**src/rtl/score_display.sv**
```systemverilog
// Score overlay: sequential double-dabble binary->BCD conversion plus a
// two-stage pixel pipeline that addresses the digit glyph ROM and emits a lit bit.
module score_display #(
  parameter int X_POS         = 16,
  parameter int Y_POS         = 8,
  parameter bit BLANK_LEADING = 1'b1
) (
  input  logic        Clk,
  input  logic        Reset,
  input  logic [13:0] score,
  input  logic        score_valid,
  output logic        busy,
  input  logic [9:0]  DrawX,
  input  logic [9:0]  DrawY,
  output logic [7:0]  rom_addr,
  input  logic [7:0]  rom_data,
  output logic        score_pixel_on
);

  localparam logic [1:0]  S_IDLE   = 2'd0;
  localparam logic [1:0]  S_SHIFT  = 2'd1;
  localparam logic [1:0]  S_COMMIT = 2'd2;
  localparam logic [13:0] MAX_SCORE = 14'd9999;
  localparam logic [3:0]  LAST_ITER = 4'd13;

  localparam logic [10:0] X_LO = 11'(X_POS);
  localparam logic [10:0] X_HI = 11'(X_POS + 32);
  localparam logic [10:0] Y_LO = 11'(Y_POS);
  localparam logic [10:0] Y_HI = 11'(Y_POS + 16);
  localparam logic [4:0]  X_LSB = 5'(X_POS);
  localparam logic [3:0]  Y_LSB = 4'(Y_POS);

  function automatic logic [13:0] clamp(input logic [13:0] v);
    return (v > MAX_SCORE) ? MAX_SCORE : v;
  endfunction

  // ---------------- conversion FSM ----------------
  logic [1:0]  state_q, state_d;
  logic [13:0] bin_q, bin_d;
  logic [15:0] bcd_q, bcd_d, bcd_adj;
  logic [3:0]  cnt_q, cnt_d;
  logic [15:0] disp_q, disp_d;
  logic        pend_q, pend_d;
  logic [13:0] pend_val_q, pend_val_d;

  always_comb begin
    for (int i = 0; i < 4; i++)
      bcd_adj[4*i +: 4] = (bcd_q[4*i +: 4] >= 4'd5) ? bcd_q[4*i +: 4] + 4'd3 : bcd_q[4*i +: 4];
  end

  always_comb begin
    state_d    = state_q;
    bin_d      = bin_q;
    bcd_d      = bcd_q;
    cnt_d      = cnt_q;
    disp_d     = disp_q;
    pend_d     = pend_q;
    pend_val_d = pend_val_q;
    case (state_q)
      S_IDLE: begin
        // A fresh request is newer than anything still pending.
        if (score_valid) begin
          bin_d   = clamp(score);
          bcd_d   = '0;
          cnt_d   = '0;
          pend_d  = 1'b0;
          state_d = S_SHIFT;
        end else if (pend_q) begin
          bin_d   = pend_val_q;
          bcd_d   = '0;
          cnt_d   = '0;
          pend_d  = 1'b0;
          state_d = S_SHIFT;
        end
      end
      S_SHIFT: begin
        {bcd_d, bin_d} = {bcd_adj[14:0], bin_q, 1'b0};
        cnt_d          = cnt_q + 4'd1;
        if (cnt_q == LAST_ITER) state_d = S_COMMIT;
      end
      S_COMMIT: begin
        disp_d = bcd_q;
        if (pend_q) begin
          bin_d   = pend_val_q;
          bcd_d   = '0;
          cnt_d   = '0;
          pend_d  = 1'b0;
          state_d = S_SHIFT;
        end else begin
          state_d = S_IDLE;
        end
      end
      default: state_d = S_IDLE;
    endcase
    // Requests arriving mid-conversion (including on COMMIT) queue up; latest wins.
    if (score_valid && (state_q != S_IDLE)) begin
      pend_d     = 1'b1;
      pend_val_d = clamp(score);
    end
  end

  always_ff @(posedge Clk) begin
    if (Reset) begin
      state_q    <= S_IDLE;
      bin_q      <= '0;
      bcd_q      <= '0;
      cnt_q      <= '0;
      disp_q     <= '0;
      pend_q     <= 1'b0;
      pend_val_q <= '0;
    end else begin
      state_q    <= state_d;
      bin_q      <= bin_d;
      bcd_q      <= bcd_d;
      cnt_q      <= cnt_d;
      disp_q     <= disp_d;
      pend_q     <= pend_d;
      pend_val_q <= pend_val_d;
    end
  end

  assign busy = (state_q != S_IDLE);

  // ---------------- pixel pipeline ----------------
  logic [3:0][3:0] dig;
  logic [3:0]      zero_run, blank_vec;
  logic            in_box;
  logic [4:0]      rel_x;
  logic [3:0]      rel_y;
  logic [1:0]      idx;
  logic [7:0]      addr_d;

  genvar g;
  generate
    for (g = 0; g < 4; g++) begin : g_dig
      assign dig[g] = disp_q[15-4*g -: 4];
      if (g == 0) begin : g_first
        assign zero_run[g] = (dig[g] == 4'd0);
      end else begin : g_rest
        assign zero_run[g] = zero_run[g-1] && (dig[g] == 4'd0);
      end
      assign blank_vec[g] = BLANK_LEADING && (g < 3) && zero_run[g];
    end
  endgenerate

  // Only the low bits of the box-relative offsets are ever needed.
  assign rel_x  = DrawX[4:0] - X_LSB;
  assign rel_y  = DrawY[3:0] - Y_LSB;
  assign idx    = rel_x[4:3];
  assign in_box = ({1'b0, DrawX} >= X_LO) && ({1'b0, DrawX} < X_HI) &&
                  ({1'b0, DrawY} >= Y_LO) && ({1'b0, DrawY} < Y_HI);
  assign addr_d = in_box ? {dig[idx], rel_y} : {dig[0], 4'h0};

  logic [7:0] rom_addr_q;
  logic       in_box_d1, blank_d1, pix_q;
  logic [2:0] col_d1;

  always_ff @(posedge Clk) begin
    if (Reset) begin
      rom_addr_q <= '0;
      in_box_d1  <= 1'b0;
      blank_d1   <= 1'b0;
      col_d1     <= '0;
      pix_q      <= 1'b0;
    end else begin
      rom_addr_q <= addr_d;
      in_box_d1  <= in_box;
      blank_d1   <= blank_vec[idx];
      col_d1     <= rel_x[2:0];
      pix_q      <= in_box_d1 & ~blank_d1 & rom_data[3'd7 - col_d1];
    end
  end

  assign rom_addr       = rom_addr_q;
  assign score_pixel_on = pix_q;

endmodule
```
**config.mk**
```make
export PLATFORM = sky130hd
export DESIGN_NAME = score_display
export DESIGN_NICKNAME = d
export VERILOG_FILES = /design/src/rtl/score_display.sv
export SDC_FILE = /design/constraint.sdc
export NUM_CORES = 1
export LEC_CHECK = 0
export ABC_AREA = 1
export CORE_ASPECT_RATIO = 1.4
export CORE_MARGIN = 2
export CORE_UTILIZATION = 58
export CTS_BUF_LIST = sky130_fd_sc_hd__clkbuf_8
export CTS_CLUSTER_SIZE = 8
export DETAILED_ROUTE_END_ITERATION = 8
export GPL_ROUTABILITY_DRIVEN = 0
export HOLD_SLACK_MARGIN = 0.06
export PLACE_DENSITY_LB_ADDON = 0.08
export SYNTH_ARGS = -nofsm -noshare
export SYNTH_HDL_FRONTEND = slang
export SYNTH_SLANG_ARGS = --single-unit
```
**constraint.sdc**
```tcl
create_clock -name Clk -period 2.2 [get_ports Clk]
set_input_delay 0.33 -clock Clk [delete_from_list [all_inputs] [get_ports Clk]]
set_output_delay 0.33 -clock Clk [all_outputs]
set_load 0.005 [all_outputs]
```
# After elaboration in Yosys (flattened, before gate mapping)
# Index checks and enable logic that the tools add are counted.
# totals
wordCells	85
inputBits	45
output_inout_bits	10
regBits	81
# op_classes
magnitude_cmp	11
n_mux	28
n_bitwise	4
reduce_logical	16
n_eq_ne	5
addsub	8
# op_table
op	n
$pmux 16 s3	1
$mux 14	3
$pmux 14 s3	1
$mux 16	2
$mux 4	6
$ge 4x3->1 const B	4
$gt 14x14->1 const B	1
$add 4x2->4 const B	3
$logic_not 4->1	3
$pmux 4 s3	1
$ge 10x4->1 const B	1
$ge 10x5->1 const B	1
$lt 10x5->1 const B	1
$lt 10x6->1 const B	1
$bmux 4 s2	1
$mux 8	1
$logic_and 1x1->1	6
$mux 2	3
$pmux 2 s3	1
$mux 1	5
$sub 5x5->5 const B	1
$add 4x1->4 const B	1
$eq 4x4->1 const B	1
$lt 3x4->1 const B	1
other kinds (18)	22

# Logic depth before layout (Yosys ltp)
# logic_depth
ltp_word	6
depth_mapped	10

# Least setup slack after synthesis
# OpenSTA, ideal clock, no wires.
# synth_path
path_kind	flip-flop to flip-flop
startpoint	reg state_q[0]
endpoint	reg bcd_q[15]
path_stages_with_launch	9
required_ns	2.068
arrival_time_ns	1.382
setup_time_ns	0.132
slack_ns	0.685
cell_sequence	dfxtp_1 > inv_1 > ha_1 > buf_4 > inv_4 > a21oi_4 > o21ai_4 > o21ai_1 > a21oi_1
# synth_between
elab_chain_len	2
elab_cells_between_ends	5
# synth_lines
element	line_no	text
from (decl)	38	logic [1:0] state_q, state_d;
from (signal assigned)	112	state_q <= state_d;
$eq 2x2->1, or another cell as far along	59	case (state_q)
$pmux 16 s3 or $reduce_bool 3->1 (tied branches)	n/a	
to (signal assigned)	106	bcd_q <= '0;
to (signal assigned)	114	bcd_q <= bcd_d;
to (decl)	40	logic [15:0] bcd_q, bcd_d, bcd_adj;
# Parallel ways exist; a longest one is shown, timed or not.
# A chain may end at the register's enable or synchronous reset.

# Final worst setup path
# layout_path
startpoint	reg state_q[0]
endpoint	out busy
# layout_between
elab_chain_len	1
# layout_lines
element	line_no	text
$reduce_bool 2->1	122	assign busy = (state_q != S_IDLE);
to (decl)	12	output logic busy,
# No other way between the ends.

==> metrics <==
antenna violations before repair 0; Synth Register Bits 81; FF/Latch Area 1622 µm²; CP startpoint kind flip-flop; top area cells in the synthesized netlist dfxtp_1 (37%), nand2_1 (9.9%), o21ai_0 (7.9%), inv_1 (7.6%), a21oi_1 (7.3%); WL/cell around 14 µm; Worst-Margin Slew around 470 ps; GR Overflow Total 0; Synth area leader dfxtp_1; register share of total power 0.379; Clk pwr share 0.250; clk sinks 81; post-route ant nets 0; Final Slew Violations 0; asr flop ratio synth 0; CTS Buf Count 9; Main synth FF type dfxtp_1; boundary pin count 55; Port Buffer Count 54; nets 747; Row Count 37; Switching Fraction 0.3800; layout cells sized above 1 0.07359; drt first pass iters 5; endpoints failing hold 0; Critical Path AT around 1700 ps; WL final about 11000 µm; Worst Skew about 11 ps; CTS tree built; reg2reg path depth 6; Worst-path clk slew 80 ps; FILL cells 625; worst vdd rail ir drop between 0.5 and 0.6 mV; reg2reg start state_q[0]$_SDFFE_PP0P_; Root Buffer clkbuf_8; number of global-route vias before repair 4203; most used cell, CP inv_1; hold buffer count at cts 0; vias per inst 5.503; Switching Power between 2 and 2.5 mW; P_leak 2.291 nW; Setup violations, final 0; status finished clean; crit-path cells inv_1, ha_1, inv_1, clkdlybuf4s50_1; Post-synth EDFFs 0; mapped cell area 4415 µm²; Die W between 70 and 80 µm; CP Buf/Inv Count 3; die height 107.2 µm; minimum clock period 2054 ps; # diodes 0; Max Freq 0.4868 GHz; largest net degree at the start of global routing 33; RSZ-0062 raised after global routing no; sequential element share of the synthesized area 0.3672; critical path class flip-flop to output port; average size of a mapped cell 6.899 µm²; Worst R2R End bin_q[5]$_SDFFE_PP0P_; Final HPWL DP about 8000 µm; CP Depth 4; clock tree buffer depth 2; Slew HR 0.6846; htree depth 3; CP endpoint kind output port; CP endpoint busy; core area 7361 µm²; Worst Path Max Fanout 4; syn_nets ~700; Post-Syn Instances 640; internal power 3.268 mW; Post-CTS Setup Inserts 0; Synth top cells by count nand2_1 (117), inv_1 (89), dfxtp_1 (81); Max Cap Viol 0; die area 8336 µm²; Power Density 1007 nW/µm²; max incr delay on CP 520 ps; most frequent cell after synthesis nand2_1; DRC 0; yosys warns 0; crit share post-route 0.9337; CP Launch Point state_q[0]$_SDFFE_PP0P_; slowest cell on the critical path clkdlybuf4s50_1; detailed-route via count ~4300; CP Data Required Time 1870 ps; post-synth cell types 43; area occupied by multi-input gates 2257 µm²; setup TNS 0 ps; Starting Density 0.5999; CTS resizes 0; 1st-iter DRT viols 254; post-synth top area share 0.3672; Global Route Usage Sum 0.2790; CP delay by family, top buffers and inverters; Clock Latency Late Sink approximately 360 ps; worst hold path class flip-flop to flip-flop; Logic pwr share 0.371; Syn-to-layout area delta 18.59%; reg2reg setup slack 200 ps; global-route wire length before repair 18460 µm; total power 5.271 mW
## cells in the final DEF, fill, tap and decap left out, drive strengths merged, types with 13 or more instances in the layout
cell type	instances
a21oi	65
clkdlybuf4s50	54
dfxtp	81
ha	14
inv	97
nand2	120
nand3	33
nor2	56
o211ai	13
o21ai	86
## area by class of cell
type                            instances  share of cell area
Multi-Input combinational cell        434              0.4311
Clock buffer                           10             0.02628
Tap cell                               97             0.02318
Timing Repair Buffer                   65              0.1190
Clock inverter                          6             0.02031
Sequential cell                        81              0.3097
Inverter                               97             0.07049
## logic make-up (layout without fill, tap and decap cells)
logic type | after synthesis | in the layout | share of synthesized area
buffers and inverters | 125 | 178 | 0.1216
AOI/OAI and AO/OA | 194 | 194 | 0.2471
xor gates and xnor gates | 1 | 1 | 0.001984
adders and majority gates | 14 | 14 | 0.03967
and+or+nand+nor | 225 | 225 | 0.2224
DFF | 81 | 81 | 0.3672
## registers in the layout (all words and copies together) (netlist names)
register / cells
bcd_q: 16
disp_q: 16
bin_q: 14
pend_val_q: 14
rom_addr: 8
cnt_q: 4
col_d1: 3
state_q: 2
blank_d1: 1
in_box_d1: 1
pend_q: 1
score_pixel_on: 1
## metal layers
layer  GRT usage  share of wire
met1      0.2882           0.39
met2      0.5197           0.53
met3     0.05135          0.041
met4      0.1569          0.034
met5           0              0
## worst min path at each step
stage,start,end,slack (ps),cells after the start
floorplan,DrawY[3],rom_addr[3]$_SDFF_PP0_,400,1
global placement,col_d1[2]$_SDFF_PP0_,score_pixel_on$_SDFF_PP0_,430,1
detailed placement,col_d1[2]$_SDFF_PP0_,score_pixel_on$_SDFF_PP0_,440,1
CTS,col_d1[2]$_SDFF_PP0_,score_pixel_on$_SDFF_PP0_,450,1
global route,DrawY[0],rom_addr[0]$_SDFF_PP0_,480,3
finish,col_d1[2]$_SDFF_PP0_,score_pixel_on$_SDFF_PP0_,450,1
## through the flow
stage                     setup slack [ps]    util  area (µm²)  cells  hold slack (ps)
final                                145.8  0.7114        5236    790            445.4
after CTS                            126.3  0.7114        5236    790            450.7
after global placement               357.6  0.6782        4992    774            428.5
after floorplan                      685.5       -        4415    640            402.4
after global routing                 32.93  0.7114        5236    790            477.1
after detailed placement             280.0  0.6782        4992    774            437.9
## power groups by stage
| stage | Sequential (mW) | Combinational (mW) | Clock [mW] |
|---|---|---|---|
| floorplan | 1.95 | 1.52 | 0 |
| global placement | 2.01 | 1.88 | 0 |
| detailed placement | 2.02 | 1.92 | 0 |
| CTS | 1.99 | 1.94 | 1.34 |
| global route | 2.03 | 2.22 | 1.42 |
| finish | 2.00 | 1.96 | 1.32 |
Power figures use the tool's default switching activity.
